$ cat config.mk
export PLATFORM = sky130hd
export DESIGN_NAME = pic_bus_initiator
export DESIGN_NICKNAME = d
export VERILOG_FILES = /design/src/rtl/pic_bus_initiator.sv
export SDC_FILE = /design/constraint.sdc
export NUM_CORES = 1
export LEC_CHECK = 0
export CORE_MARGIN = 3
export CORE_UTILIZATION = 38
export DETAILED_ROUTE_END_ITERATION = 16
export HOLD_SLACK_MARGIN = 0.08
export PLACE_DENSITY = 0.71
export SYNTH_ARGS = -nofsm -noshare
export SYNTH_HDL_FRONTEND = slang
export SYNTH_SLANG_ARGS = --single-unit
$ cat constraint.sdc
create_clock -name clock -period 1.6 [get_ports clock]
set_clock_uncertainty 0.05 [all_clocks]
set_input_delay 0.32 -clock clock [delete_from_list [all_inputs] [get_ports clock]]
set_output_delay 0.32 -clock clock [all_outputs]
set_load 0.03 [all_outputs]
$ cat src/rtl/pic_bus_initiator.sv
// ---------------------------------------------------------------------------
// pic_bus_initiator
//
// CPU-side initiator for the 8-bit XT peripheral bus (KF8259 and similar).
// It accepts one read or write request at a time and plays it onto the bus
// in three timed phases:
//   SETUP  : cs_n low, address (and write data) valid, strobes high
//   STROBE : read_enable_n or write_enable_n low
//   HOLD   : strobes high again, cs_n/address/data still valid
// When HOLD ends the block returns to IDLE and pulses done for one cycle.
// For reads, the byte on data_bus_in is captured on the last STROBE edge.
//
// Parameters
//   SETUP_CYCLES  cycles of SETUP before the strobe falls     (1..15)
//   PULSE_CYCLES  cycles the strobe is held low               (1..15)
//   HOLD_CYCLES   cycles of HOLD after the strobe rises       (1..15)
//                 At least 1 so the peripheral sees the write edge with
//                 cs_n still low.
//
// Ports
//   clock           system clock, rising edge
//   reset_n         asynchronous active-low reset
//   req_valid       request strobe from the register-access logic
//   req_ready       high in IDLE only
//   req_write       1 = write cycle, 0 = read cycle
//   req_address     peripheral A0
//   req_data        write data
//   done            one-cycle pulse in the first IDLE cycle after a transfer
//   read_data       byte captured by the most recent completed read
//   chip_select_n   peripheral chip select, active low
//   read_enable_n   read strobe, active low
//   write_enable_n  write strobe, active low
//   address         peripheral address
//   data_bus_out    write data toward the peripheral
//   data_bus_oe     high while data_bus_out is being driven
//   data_bus_in     read data from the peripheral
//
// Every bus pin comes straight from a flop; the req_* inputs only reach the
// pins through those flops.
// ---------------------------------------------------------------------------
module pic_bus_initiator #(
    parameter int SETUP_CYCLES = 1,
    parameter int PULSE_CYCLES = 2,
    parameter int HOLD_CYCLES  = 1
) (
    input  logic       clock,
    input  logic       reset_n,
    input  logic       req_valid,
    output logic       req_ready,
    input  logic       req_write,
    input  logic       req_address,
    input  logic [7:0] req_data,
    output logic       done,
    output logic [7:0] read_data,
    output logic       chip_select_n,
    output logic       read_enable_n,
    output logic       write_enable_n,
    output logic       address,
    output logic [7:0] data_bus_out,
    output logic       data_bus_oe,
    input  logic [7:0] data_bus_in
);

    typedef enum logic [1:0] {
        IDLE   = 2'd0,
        SETUP  = 2'd1,
        STROBE = 2'd2,
        HOLD   = 2'd3
    } state_t;

    // The counter holds "cycles remaining in this phase minus one", so a
    // phase ends when it reads zero and each phase entry reloads N-1.
    localparam int          COUNT_W     = 4;
    localparam logic [COUNT_W-1:0] SETUP_LOAD = COUNT_W'(SETUP_CYCLES - 1);
    localparam logic [COUNT_W-1:0] PULSE_LOAD = COUNT_W'(PULSE_CYCLES - 1);
    localparam logic [COUNT_W-1:0] HOLD_LOAD  = COUNT_W'(HOLD_CYCLES - 1);

    state_t               state, state_next;
    logic [COUNT_W-1:0]   count, count_next;
    logic                 write_q, write_q_next;

    logic                 chip_select_n_next;
    logic                 read_enable_n_next;
    logic                 write_enable_n_next;
    logic                 address_next;
    logic [7:0]           data_bus_out_next;
    logic                 data_bus_oe_next;
    logic                 done_next;
    logic [7:0]           read_data_next;

    // Ready is a decode of the state flop, never of the request inputs.
    assign req_ready = (state == IDLE);

    // -----------------------------------------------------------------------
    // Next-state and next-output logic.
    // NOTE: every signal gets a default at the top of the block, so no path
    // through the case statement leaves one unassigned and no latch is built.
    // -----------------------------------------------------------------------
    always_comb begin
        state_next          = state;
        count_next          = count;
        write_q_next        = write_q;
        chip_select_n_next  = chip_select_n;
        read_enable_n_next  = read_enable_n;
        write_enable_n_next = write_enable_n;
        address_next        = address;
        data_bus_out_next   = data_bus_out;
        data_bus_oe_next    = data_bus_oe;
        read_data_next      = read_data;
        done_next           = 1'b0;

        unique case (state)
            IDLE: begin
                chip_select_n_next  = 1'b1;
                read_enable_n_next  = 1'b1;
                write_enable_n_next = 1'b1;
                data_bus_oe_next    = 1'b0;
                if (req_valid) begin
                    state_next         = SETUP;
                    count_next         = SETUP_LOAD;
                    write_q_next       = req_write;
                    chip_select_n_next = 1'b0;
                    address_next       = req_address;
                    data_bus_oe_next   = req_write;
                    // A read leaves the last write byte on data_bus_out;
                    // it is not driven anyway because oe stays low.
                    if (req_write) begin
                        data_bus_out_next = req_data;
                    end
                end
            end

            SETUP: begin
                if (count == '0) begin
                    state_next          = STROBE;
                    count_next          = PULSE_LOAD;
                    write_enable_n_next = ~write_q;
                    read_enable_n_next  = write_q;
                end else begin
                    count_next = count - 1'b1;
                end
            end

            STROBE: begin
                if (count == '0) begin
                    state_next          = HOLD;
                    count_next          = HOLD_LOAD;
                    write_enable_n_next = 1'b1;
                    read_enable_n_next  = 1'b1;
                    // This edge ends the strobe: the peripheral is still
                    // driving the byte, so it is captured here.
                    if (!write_q) begin
                        read_data_next = data_bus_in;
                    end
                end else begin
                    count_next = count - 1'b1;
                end
            end

            HOLD: begin
                if (count == '0) begin
                    state_next         = IDLE;
                    count_next         = '0;
                    chip_select_n_next = 1'b1;
                    data_bus_oe_next   = 1'b0;
                    done_next          = 1'b1;
                end else begin
                    count_next = count - 1'b1;
                end
            end

            default: begin
                state_next = IDLE;
                count_next = '0;
            end
        endcase
    end

    // -----------------------------------------------------------------------
    // State and output registers. Reset drops cs_n and both strobes to
    // their inactive level at once and abandons any transfer in flight.
    // NOTE: state is updated with non-blocking assignments so every flop
    // samples the values from before the edge, independent of order.
    // -----------------------------------------------------------------------
    always_ff @(posedge clock or negedge reset_n) begin
        if (!reset_n) begin
            state          <= IDLE;
            count          <= '0;
            write_q        <= 1'b0;
            chip_select_n  <= 1'b1;
            read_enable_n  <= 1'b1;
            write_enable_n <= 1'b1;
            address        <= 1'b0;
            data_bus_out   <= 8'h00;
            data_bus_oe    <= 1'b0;
            done           <= 1'b0;
            read_data      <= 8'h00;
        end else begin
            state          <= state_next;
            count          <= count_next;
            write_q        <= write_q_next;
            chip_select_n  <= chip_select_n_next;
            read_enable_n  <= read_enable_n_next;
            write_enable_n <= write_enable_n_next;
            address        <= address_next;
            data_bus_out   <= data_bus_out_next;
            data_bus_oe    <= data_bus_oe_next;
            done           <= done_next;
            read_data      <= read_data_next;
        end
    end

endmodule

==> results.txt <==
----------------------------------------------------
[Global routing]
  Initial antenna violation count ... 0
  Gr usage total ... 15.7%
  Maximum number of pins on one net before global-route repair ... 30
  Via count of the first global-routing pass ... 1,092
  Remaining global-route overflow ... 0
  First-pass GRT wire length ... 4.95 mm

[Logic synthesis]
  Cell type with the largest total area after synthesis ... dfrtp_1
  Mapped Cells ... 102
  Syn_nets ... 130
  Post-synthesis instance area ... 1320 sq um
  Mapped Avg Cell Area ... 13.0 sq um
  Yosys synthesis warning count ... 0
  Portion of the post-synthesis area used by sequential elements ... 55.2%
  Area contributors post-synth ... dfrtp_1, mux2_2, ha_1
  Count of different cell masters after synthesis ... 27
  Top cell type's share of synthesized area ... 49.2%
  Synthesized flop and latch total ... 29

[Timing]
  Final setup violating endpoints ... 7
  Time the final worst path needs with I/O delays and setup ... 1.72 ns
  Transition time at the pin with the least slew margin ... 0.325 ns
  Worst relative slew slack ... 78.4%
  RSZ-0062 raised after global routing ... true
  Hold Vio Cnt, Final ... 0
  Number of pins exceeding their max-slew limit in the final report ... 0
  Final Worst Setup Slack ... -0.121 ns
  Fin crit share ... 108%
  Fin Setup TNS ... -0.600 ns
  WHS ... 0.292 ns
  Peak Freq ... 581 MHz

[Placement]
  Minimum setup slack after placement ... -0.0699 ns
  RePlAce Congestion ... 0.789
  Estimated wirelength of the detail-placed design ... 2.26 mm
  Port-buffer cells ... 43
  Count of placed standard cells including taps ... 201

[Drt]
  Pre-Repair DR Iteration Count ... 4
  Via density ... 4.88
  Routed wirelength normalized by instance count ... 14.2 microns
  Remaining design rule violation count ... 0
  Vias ... 1,058
  Final routed wirelength across all metal layers ... 3.07 mm
  Number of antenna-violating nets in the routed design ... 0
  DR iter-0 viols ... 48

[Final layout]
  Number of fillers in the final layout ... 256
  Non-filler cells in the finished layout ... 217
  Share of the core filled with cells in the final layout ... 67.6%
  Count of inserted antenna diode cells ... 0
  Most used cells in the layout excluding fill and tap cells ... dfrtp_1, clkdlybuf4s50_1, dlygate4sd2_1, mux2_2, buf_4
  Most common cell after layout, fill and taps aside ... dfrtp_1
  Fraction of final layout cells sized beyond drive strength 1 ... 41.6%
  Area added between synthesis and finish ... 62.6%
  Layout Nets ... 200

[Worst setup path]
  Worst-path fanout max ... 3
  Worst endpoint data arrival time ... 1.89 ns
  Critical path startpoint ... state[1]
  Largest delay contributor family on the critical path ... simple AND/OR/NAND/NOR gates
  Type of element launching the critical path ... register
  Worst setup path class ... reg2reg
  Cell repeated most along the worst path ... nand2_4
  RR Startpoint ... state[1]
  Reg2Reg Setup Slack ... -0.12 ns
  Category of the worst setup path capture point ... register
  Crit-path max cell delay ... 0.42 ns
  Critical path, cell by cell ... buf_6, ha_4, or3_4, nand2_4, nand2_4, mux2_4
  Worst-case reg-to-reg path depth ... 6
  Buffers plus inverters on the worst setup path ... 1
  Critical R2R Capture ... state[1]
  Worst EP required ... 1.77 ns
  Slowest-stage cell, CP ... dfrtp_1

[Die]
  Total I/O pin count ... 44
  Die Ht ... 65.0 microns
  # rows ... 20
  Die ar. ... 4220 sq um
  Core Box Area ... 3180 sq um
  Die span in x ... 65.0 microns
  Starting Density ... 41.6%

[Clock tree]
  Sink Count ... 29
  H-tree Lvls ... 2
  Maximum clock path buffer count ... 2
  CTS tree ... built
  Clock-pin slew on the worst setup and hold paths ... 0.10 ns
  CTS buffer count ... 5
  Clock Latency Late Sink ... 0.33 ns
  CTS root buffer ... clkbuf_4

[Run status]
  Failing checks ... setup timing
  Outcome ... finished, violations left

[Pwr]
  Leak Pwr ... 0.978 nW
  Maximum ir drop on the vdd rail ... 1.13 mV
  Areal power density over the cells ... 2250 nW/um^2

[Worst hold path]
  Min-Delay Path Class ... in2async

[Run]
  Number of maximum-capacitance violations ... 0

----------------------------------------------------
## per-stage QoR
step	area [sq um]	total power, W
finish	2150	0.00483
global route	2150	0.00513
CTS	2070	0.00462
detailed placement	1920	0.00397
global placement	1920	0.00389
floorplan	1340	0.00291
## cell type report
type                       count  area [sq um]  share of cell area [%]
tap                           44          55.1                    2.56
inverter                       7          26.3                    1.22
sequential                    29           729                    34.0
multi-input combinational     66           658                    30.6
clock inverter                 2          37.5                    1.75
clock buffer                   6          51.3                    2.39
timing repair buffer          63           591                    27.5
## cell usage after synthesis
cell type	instances
nand2b_1	2
mux2_4	1
o41ai_1	1
a21oi_1	1
nand2_1	5
a31oi_1	3
o21ai_0	5
nor3_1	1
dfstp_2	3
or3b_4	1
mux2_2	17
or3_1	1
o2111ai_1	1
nand3_2	1
dfrtp_1	26
nor2b_1	1
nand3_1	2
nand2_4	2
and2_1	1
inv_1	7
nor3b_4	1
a21oi_2	1
a22o_1	2
ha_1	7
a31o_2	1
mux2i_1	2
nor2_1	6
## power breakdown
group | switching (W) | leakage (nW) | internal [W]
registers | 0.000187 | 0.349 | 0.00110
logic | 0.00153 | 0.585 | 0.00138
clock network | 0.000263 | 0.0445 | 0.000371
## state kept, by name (all words and copies together), names as in the netlist, 2 cells and up
register	cells
data_bus_out	8
read_data	8
count	4
state	2
## worst max-delay path by stage
stage	to	slack (ns)	depth (start not counted)
CTS	state[1]	-0.1	6
floorplan	state[1]	-0.02	5
global route	state[0]	-0.17	7
finish	state[1]	-0.12	6
detailed placement	data_bus_out[3]	-0.07	3
global placement	state[1]	-0.03	4
## cells by family (layout without fill, tap and decap cells)
family                     count (synthesis)  in the layout  synth area share (%)
AOI/OAI and AO/OA                         15             15                  7.67
adders and majority gates                  7              7                  6.63
buffers and inverters                      7             78                  1.99
DFF                                       29             29                  55.2
muxes                                     20             20                  17.1
and+or+nand+nor                           24             24                  11.4
## what timing repair did
item,in CTS,in global routing
gates resized for setup,34,16
hold buffers,0,0
pin swaps,3,5
gates cloned,0,0
setup buffers,4,4
setup endpoints to repair,34,19
## per-layer routing
metal | vias up | routed length (microns) | track usage (%)
li1 | 502 | - | -
met2 | 29 | 1660 | 26.7
met5 | - | 0 | 0
met1 | 524 | 1180 | 17.4
met3 | 3 | 208 | 7.80
met4 | 0 | 19 | 3.96
Note: power is estimated with default switching activity, not from simulation.
